`src/rtl/alu_seq_pkg.sv`:
```
// Shared types for the ALU op sequencer: opcodes, the sequencer state enum and
// the wide-op classifier. The optional WAIT watchdog is enabled by ALU_TIMEOUT_EN.
package alu_seq_pkg;

  localparam int OP_W_PKG = 5;
  typedef logic [OP_W_PKG-1:0] op_t;

  localparam op_t OP_ADD = 5'd0;
  localparam op_t OP_SUB = 5'd1;
  localparam op_t OP_AND = 5'd2;
  localparam op_t OP_OR  = 5'd3;
  localparam op_t OP_SHR = 5'd4;
  localparam op_t OP_SHL = 5'd5;
  localparam op_t OP_MUL = 5'd6;
  localparam op_t OP_DIV = 5'd7;
  localparam op_t OP_XOR = 5'd8;
  localparam op_t OP_NOT = 5'd9;

  typedef enum logic [2:0] {
    IDLE,
    LOADY,
    EXEC,
    WAIT,
    WB_LO,
    WB_HI,
    DONE
  } state_t;

  // Wide ops produce a 64-bit Z that lands in RLO/RHI instead of Ra.
  function automatic logic is_wide(input op_t op);
    return (op == OP_MUL) || (op == OP_DIV);
  endfunction

endpackage

```
`src/rtl/alu_op_sequencer_reg_sel_decoder.sv`:
```
// 4-to-NUM_REGS one-hot register select decoder with enable; all-zero when disabled.
module reg_sel_decoder #(
  parameter int NUM_REGS = 16
) (
  input  logic                en,
  input  logic [3:0]          idx,
  output logic [NUM_REGS-1:0] sel
);

  always_comb begin
    sel = '0;
    for (int i = 0; i < NUM_REGS; i++) begin
      sel[i] = en && (idx == 4'(i));
    end
  end

endmodule

```
`src/rtl/alu_op_sequencer.sv`:
```
// Control sequencer moving Rb->RY, Rc->ALU B, Z->RZ and writing back to Ra or RLO/RHI.
// Define ALU_TIMEOUT_EN to add a watchdog on the WAIT state that raises sticky err.
module alu_op_sequencer
  import alu_seq_pkg::*;
#(
  parameter int NUM_REGS = 16,
  parameter int OP_W     = 5
`ifdef ALU_TIMEOUT_EN
  ,
  parameter int TIMEOUT_CYCLES = 64
`endif
) (
  input  logic                clock,
  input  logic                clear,
  input  logic                cmd_valid,
  output logic                cmd_ready,
  input  logic [OP_W-1:0]     cmd_op,
  input  logic [3:0]          cmd_ra,
  input  logic [3:0]          cmd_rb,
  input  logic [3:0]          cmd_rc,
  output logic [NUM_REGS-1:0] reg_out,
  output logic [NUM_REGS-1:0] reg_in,
  output logic                ry_in,
  output logic                rz_in,
  output logic                rz_lo_out,
  output logic                rz_hi_out,
  output logic                rlo_in,
  output logic                rhi_in,
  output logic [OP_W-1:0]     alu_op,
  output logic                alu_start,
  input  logic                alu_finished,
  output logic                done,
  output logic                err,
  output logic [2:0]          state_dbg
);

  // Handshake: a command transfers on a rising edge where cmd_valid && cmd_ready;
  // cmd_ready is high only in IDLE, so a held cmd_valid is simply ignored while busy.

  state_t          state_q, state_d;
  logic [OP_W-1:0] op_q;
  logic [3:0]      ra_q, rb_q, rc_q;
  logic            out_en, in_en;
  logic [3:0]      out_idx;
  logic            timeout;
  logic            accept;

  assign accept    = cmd_valid && cmd_ready;
  assign alu_op    = (state_q == IDLE) ? '0 : op_q;
  assign state_dbg = state_q;

  always_ff @(posedge clock) begin
    if (clear) begin
      state_q <= IDLE;
      op_q    <= '0;
      ra_q    <= '0;
      rb_q    <= '0;
      rc_q    <= '0;
    end else begin
      state_q <= state_d;
      if (accept) begin
        op_q <= cmd_op;
        ra_q <= cmd_ra;
        rb_q <= cmd_rb;
        rc_q <= cmd_rc;
      end
    end
  end

`ifdef ALU_TIMEOUT_EN
  localparam int CNT_W = $clog2(TIMEOUT_CYCLES + 1);
  logic [CNT_W-1:0] wait_cnt_q;
  logic             err_q;

  // Count reaches TIMEOUT_CYCLES at the end of the TIMEOUT_CYCLES-th WAIT cycle.
  assign timeout = (state_q == WAIT) && (wait_cnt_q == CNT_W'(TIMEOUT_CYCLES - 1));
  assign err     = err_q;

  always_ff @(posedge clock) begin
    if (clear) begin
      wait_cnt_q <= '0;
      err_q      <= 1'b0;
    end else begin
      if (state_q == LOADY) begin
        wait_cnt_q <= '0;
      end else if (state_q == WAIT) begin
        wait_cnt_q <= wait_cnt_q + 1'b1;
      end
      if (accept) begin
        err_q <= 1'b0;
      end else if (timeout && !alu_finished) begin
        err_q <= 1'b1;
      end
    end
  end
`else
  assign timeout = 1'b0;
  assign err     = 1'b0;
`endif

  always_comb begin
    state_d   = state_q;
    cmd_ready = 1'b0;
    out_en    = 1'b0;
    out_idx   = rb_q;
    in_en     = 1'b0;
    ry_in     = 1'b0;
    rz_in     = 1'b0;
    rz_lo_out = 1'b0;
    rz_hi_out = 1'b0;
    rlo_in    = 1'b0;
    rhi_in    = 1'b0;
    alu_start = 1'b0;
    done      = 1'b0;
    unique case (state_q)
      IDLE: begin
        cmd_ready = 1'b1;
        if (cmd_valid) state_d = LOADY;
      end
      LOADY: begin
        out_en  = 1'b1;
        ry_in   = 1'b1;
        state_d = EXEC;
      end
      EXEC: begin
        out_en    = 1'b1;
        out_idx   = rc_q;
        alu_start = 1'b1;
        if (alu_finished) begin
          rz_in   = 1'b1;
          state_d = WB_LO;
        end else begin
          state_d = WAIT;
        end
      end
      WAIT: begin
        // Rc stays on the bus: the ALU B operand is taken live from it.
        out_en  = 1'b1;
        out_idx = rc_q;
        if (alu_finished) begin
          rz_in   = 1'b1;
          state_d = WB_LO;
        end else if (timeout) begin
          state_d = DONE;
        end
      end
      WB_LO: begin
        rz_lo_out = 1'b1;
        if (is_wide(op_t'(op_q))) begin
          rlo_in  = 1'b1;
          state_d = WB_HI;
        end else begin
          in_en   = 1'b1;
          state_d = DONE;
        end
      end
      WB_HI: begin
        rz_hi_out = 1'b1;
        rhi_in    = 1'b1;
        state_d   = DONE;
      end
      DONE: begin
        done    = 1'b1;
        state_d = IDLE;
      end
      default: state_d = IDLE;
    endcase
  end

  reg_sel_decoder #(.NUM_REGS(NUM_REGS)) u_out_dec (
    .en  (out_en),
    .idx (out_idx),
    .sel (reg_out)
  );

  reg_sel_decoder #(.NUM_REGS(NUM_REGS)) u_in_dec (
    .en  (in_en),
    .idx (ra_q),
    .sel (reg_in)
  );

endmodule

```
`config.mk`:
```
export PLATFORM = sky130hd
export DESIGN_NAME = alu_op_sequencer
export DESIGN_NICKNAME = d
export VERILOG_FILES = /design/src/rtl/alu_seq_pkg.sv /design/src/rtl/alu_op_sequencer_reg_sel_decoder.sv /design/src/rtl/alu_op_sequencer.sv
export SDC_FILE = /design/constraint.sdc
export NUM_CORES = 1
export LEC_CHECK = 0
export ABC_AREA = 1
export CORE_MARGIN = 2
export CORE_UTILIZATION = 40
export CTS_CLUSTER_DIAMETER = 30
export DETAILED_ROUTE_END_ITERATION = 8
export PLACE_DENSITY = 0.86
export SLEW_MARGIN = 20
export SYNTH_ARGS = -nofsm -noshare
export SYNTH_HDL_FRONTEND = slang
export SYNTH_SLANG_ARGS = --single-unit
```
`constraint.sdc`:
```
create_clock -name clock -period 2.45 [get_ports clock]
set_clock_uncertainty 0.1 [all_clocks]
set_input_delay 0.49 -clock clock [delete_from_list [all_inputs] [get_ports clock]]
set_output_delay 0.49 -clock clock [all_outputs]
set_load 0.02 [all_outputs]
```
==> metrics.txt <==
clk root buf clkbuf_4; CP startpoint kind register; clk_lat worst skew about 0.31 ns; cts bufs inserted 3; fmax 0.433 GHz; Hold Violations, Final 0; Power Density around 1100 nW/um2; Detailed Routing Iterations Pass 1 4; I/O pins approximately 70; total gr overflow 0; post-synthesis sequential area ratio ~35%; drt drc 0; die area between 3000 and 4000 um2; detailed router's first-iteration violation count 42; Reg clk slew, reported paths roughly 0.11 ns; fraction of synthesized area in multiplexers 0%; Final Util 66.7%; number of global-route vias before repair approximately 1200; Vias 1396; most common cell after layout, fill and taps aside nor2_1; hold crit path type register to register; most frequent cells in the layout 47 x nor2_1, 32 x nand2_1, 31 x clkdlybuf4s50_1; P_int roughly 1.0 mW; drt wl/cell approximately 11 um; YS warnings 0; NumNets Final roughly 280; Antenna Nets Post-Route 0; initial antenna violation count 0; M2 GR Usage a little over a third; post-placement cell count 289; Max Slew Vio Count 0; Comb power frac roughly 61%; Synth Area in Compound Gates 17.4%; leak pwr about 0.91 nW; worst ir drop on vdd between 1 and 1.5 mV; Detailed Place HPWL roughly 2.6 mm; Clock power frac between 10% and 20%; library cells used by synthesis 19; PortBufs approximately 70; setup TNS 0 ns; flops & latches, synth 20; Layout Area Growth over Synthesis 58.6%; TritonCTS clock tree yes; initial core utilization between 40% and 50%; fraction of the mapped netlist area in adder cells 0%; first-pass GRT wire length 5.31 mm; total power draw ~2 mW; clock sink count 20; Die Wd just under 60 um; met3 Use GR approximately 4%; Die H approximately 58 um; pin count of the biggest net entering global routing 31; RSZ-0062 raised after global routing yes; final WL ~3.3 mm; slowest stage delay, CP 0.34 ns; switching share of power about half; combinational family with the most area after synthesis simple AND/OR/NAND/NOR gates; Max Cap Violations 0; status complete, no violations; Worst EP required 1.86 ns; Post-CTS Setup Bufs 0; worst-path maximum fanout 11; Placement Rows 19; slowest stage cell, crit path dfxtp_1; most frequent CP cell inv_2; final period utilization ~94%; GP Congestion between 0.8 and 0.9; share of the synthesized area in the top cell type ~35%; biggest area consumer among synthesized cells dfxtp_1; Antenna diodes 0; share of layout cells above drive strength 1 roughly 17%; non-filler instance count after layout roughly 300; Crit Path Class register to output port; sequential power share around 25%; post-layout min period ~2.3 ns; post-synthesis net count about 210; mapped cell area 1160 um2; Worst EP arrival 1.72 ns; Top Usage Layer GRT met2; Post-Synth Simple-Gate Area 34.8%; GRT met1 Usage a little over a quarter; Avg Cell Area, Syn roughly 6 um2; Max clock buf depth 2; Synth area leaders dfxtp_1 35%, nor2_1 16%, nand2_1 10%; P_sw 0.972 mW; # setup viols final 0; Clock H-tree levels 1; Core Area 2760 um2; critical-path cell list inv_2 -> nand2_4 -> nand2_1 -> o21ai_4 -> inv_2 -> nand3_1 -> nor2_1 -> clkdlybuf4s15_1; XOR/XNOR Fraction of Synth Area 0%; Mapped Cells ~190; vias per inst roughly 4.8; CP endpoint kind output port; GRT Overall Usage between 20% and 30%
[flip-flops by register name (all words and copies together) (netlist names)]
signal / count
rc_q: 4
op_q: 5
rb_q: 4
ra_q: 4
state_dbg: 3
[logic make-up after synthesis]
family / after synthesis
compound gates: 38
buf+inv: 34
flops: 20
other cells: 1
simple gates: 99
[routing by layer]
layer	routed length, um	part of all wire [%]
met5	0	0
met4	36	1.1
met3	132	4.0
met2	1660	50
met1	1510	45
[power by group through the flow]
stage	logic, mW	registers [mW]	clock network, mW
final	1.23	0.510	0.273
after floorplan	0.791	0.523	0
after CTS	1.22	0.506	0.278
after detailed placement	1.24	0.508	0
after global placement	1.22	0.502	0
after global routing	1.36	0.525	0.297
[area by class of cell]
| cell class | count | area [um2] |
|---|---|---|
| clock buffer | 3 | 22.5 |
| clock inverter | 1 | 30.0 |
| fill | 268 | 920 |
| inverter | 26 | 97.6 |
| multi-input combinational | 138 | 634 |
| sequential | 20 | 402 |
| tap | 31 | 38.8 |
| timing repair buffer | 74 | 613 |
[critical path, delay by kind of cell (launching register included)]
| family | cells | cell delay, ns |
|---|---|---|
| compound gates | 1 | 0.08 |
| simple gates | 4 | 0.48 |
| buf+inv | 3 | 0.50 |
| flops | 1 | 0.34 |
[synth_stat cells]
cell,n
nor2_2,1
o21ai_2,3
conb_1,1
buf_6,1
dfxtp_1,20
clkbuf_1,1
nor2_1,48
a21oi_1,20
o21ai_0,13
inv_1,21
nand2_2,1
nand3b_1,1
buf_4,3
nand4_1,2
nand3_1,14
buf_2,3
o21ai_1,2
nand2_1,32
inv_2,5
[final timing paths]
check / slack, ns / depth (start not counted) / startpoint / endpoint
worst max-delay path: 0.14 / 8 / state_dbg[2] / reg_out[3]
worst min register to register: 0.37 / 2 / op_q[0] / op_q[0]
worst min-delay path: 0.37 / 2 / op_q[0] / op_q[0]
worst max register to register: 0.81 / 8 / state_dbg[0] / rb_q[1]
[through the flow]
step,cell area (um2),hold slack [ns],setup slack [ns]
after global routing,1840,0.405,-0.000363
final,1840,0.368,0.138
after floorplan,1160,0.329,0.327
after CTS,1900,0.374,-0.179
after detailed placement,1870,0.357,0.0361
after global placement,1870,0.345,0.119
[timing repair]
item | CTS | global route
gates resized for setup | 39 | 57
setup endpoints to repair | 37 | 32
cloned | 0 | 0
hold buffers | 0 | 0
Note: power is estimated with default switching activity, not from simulation.
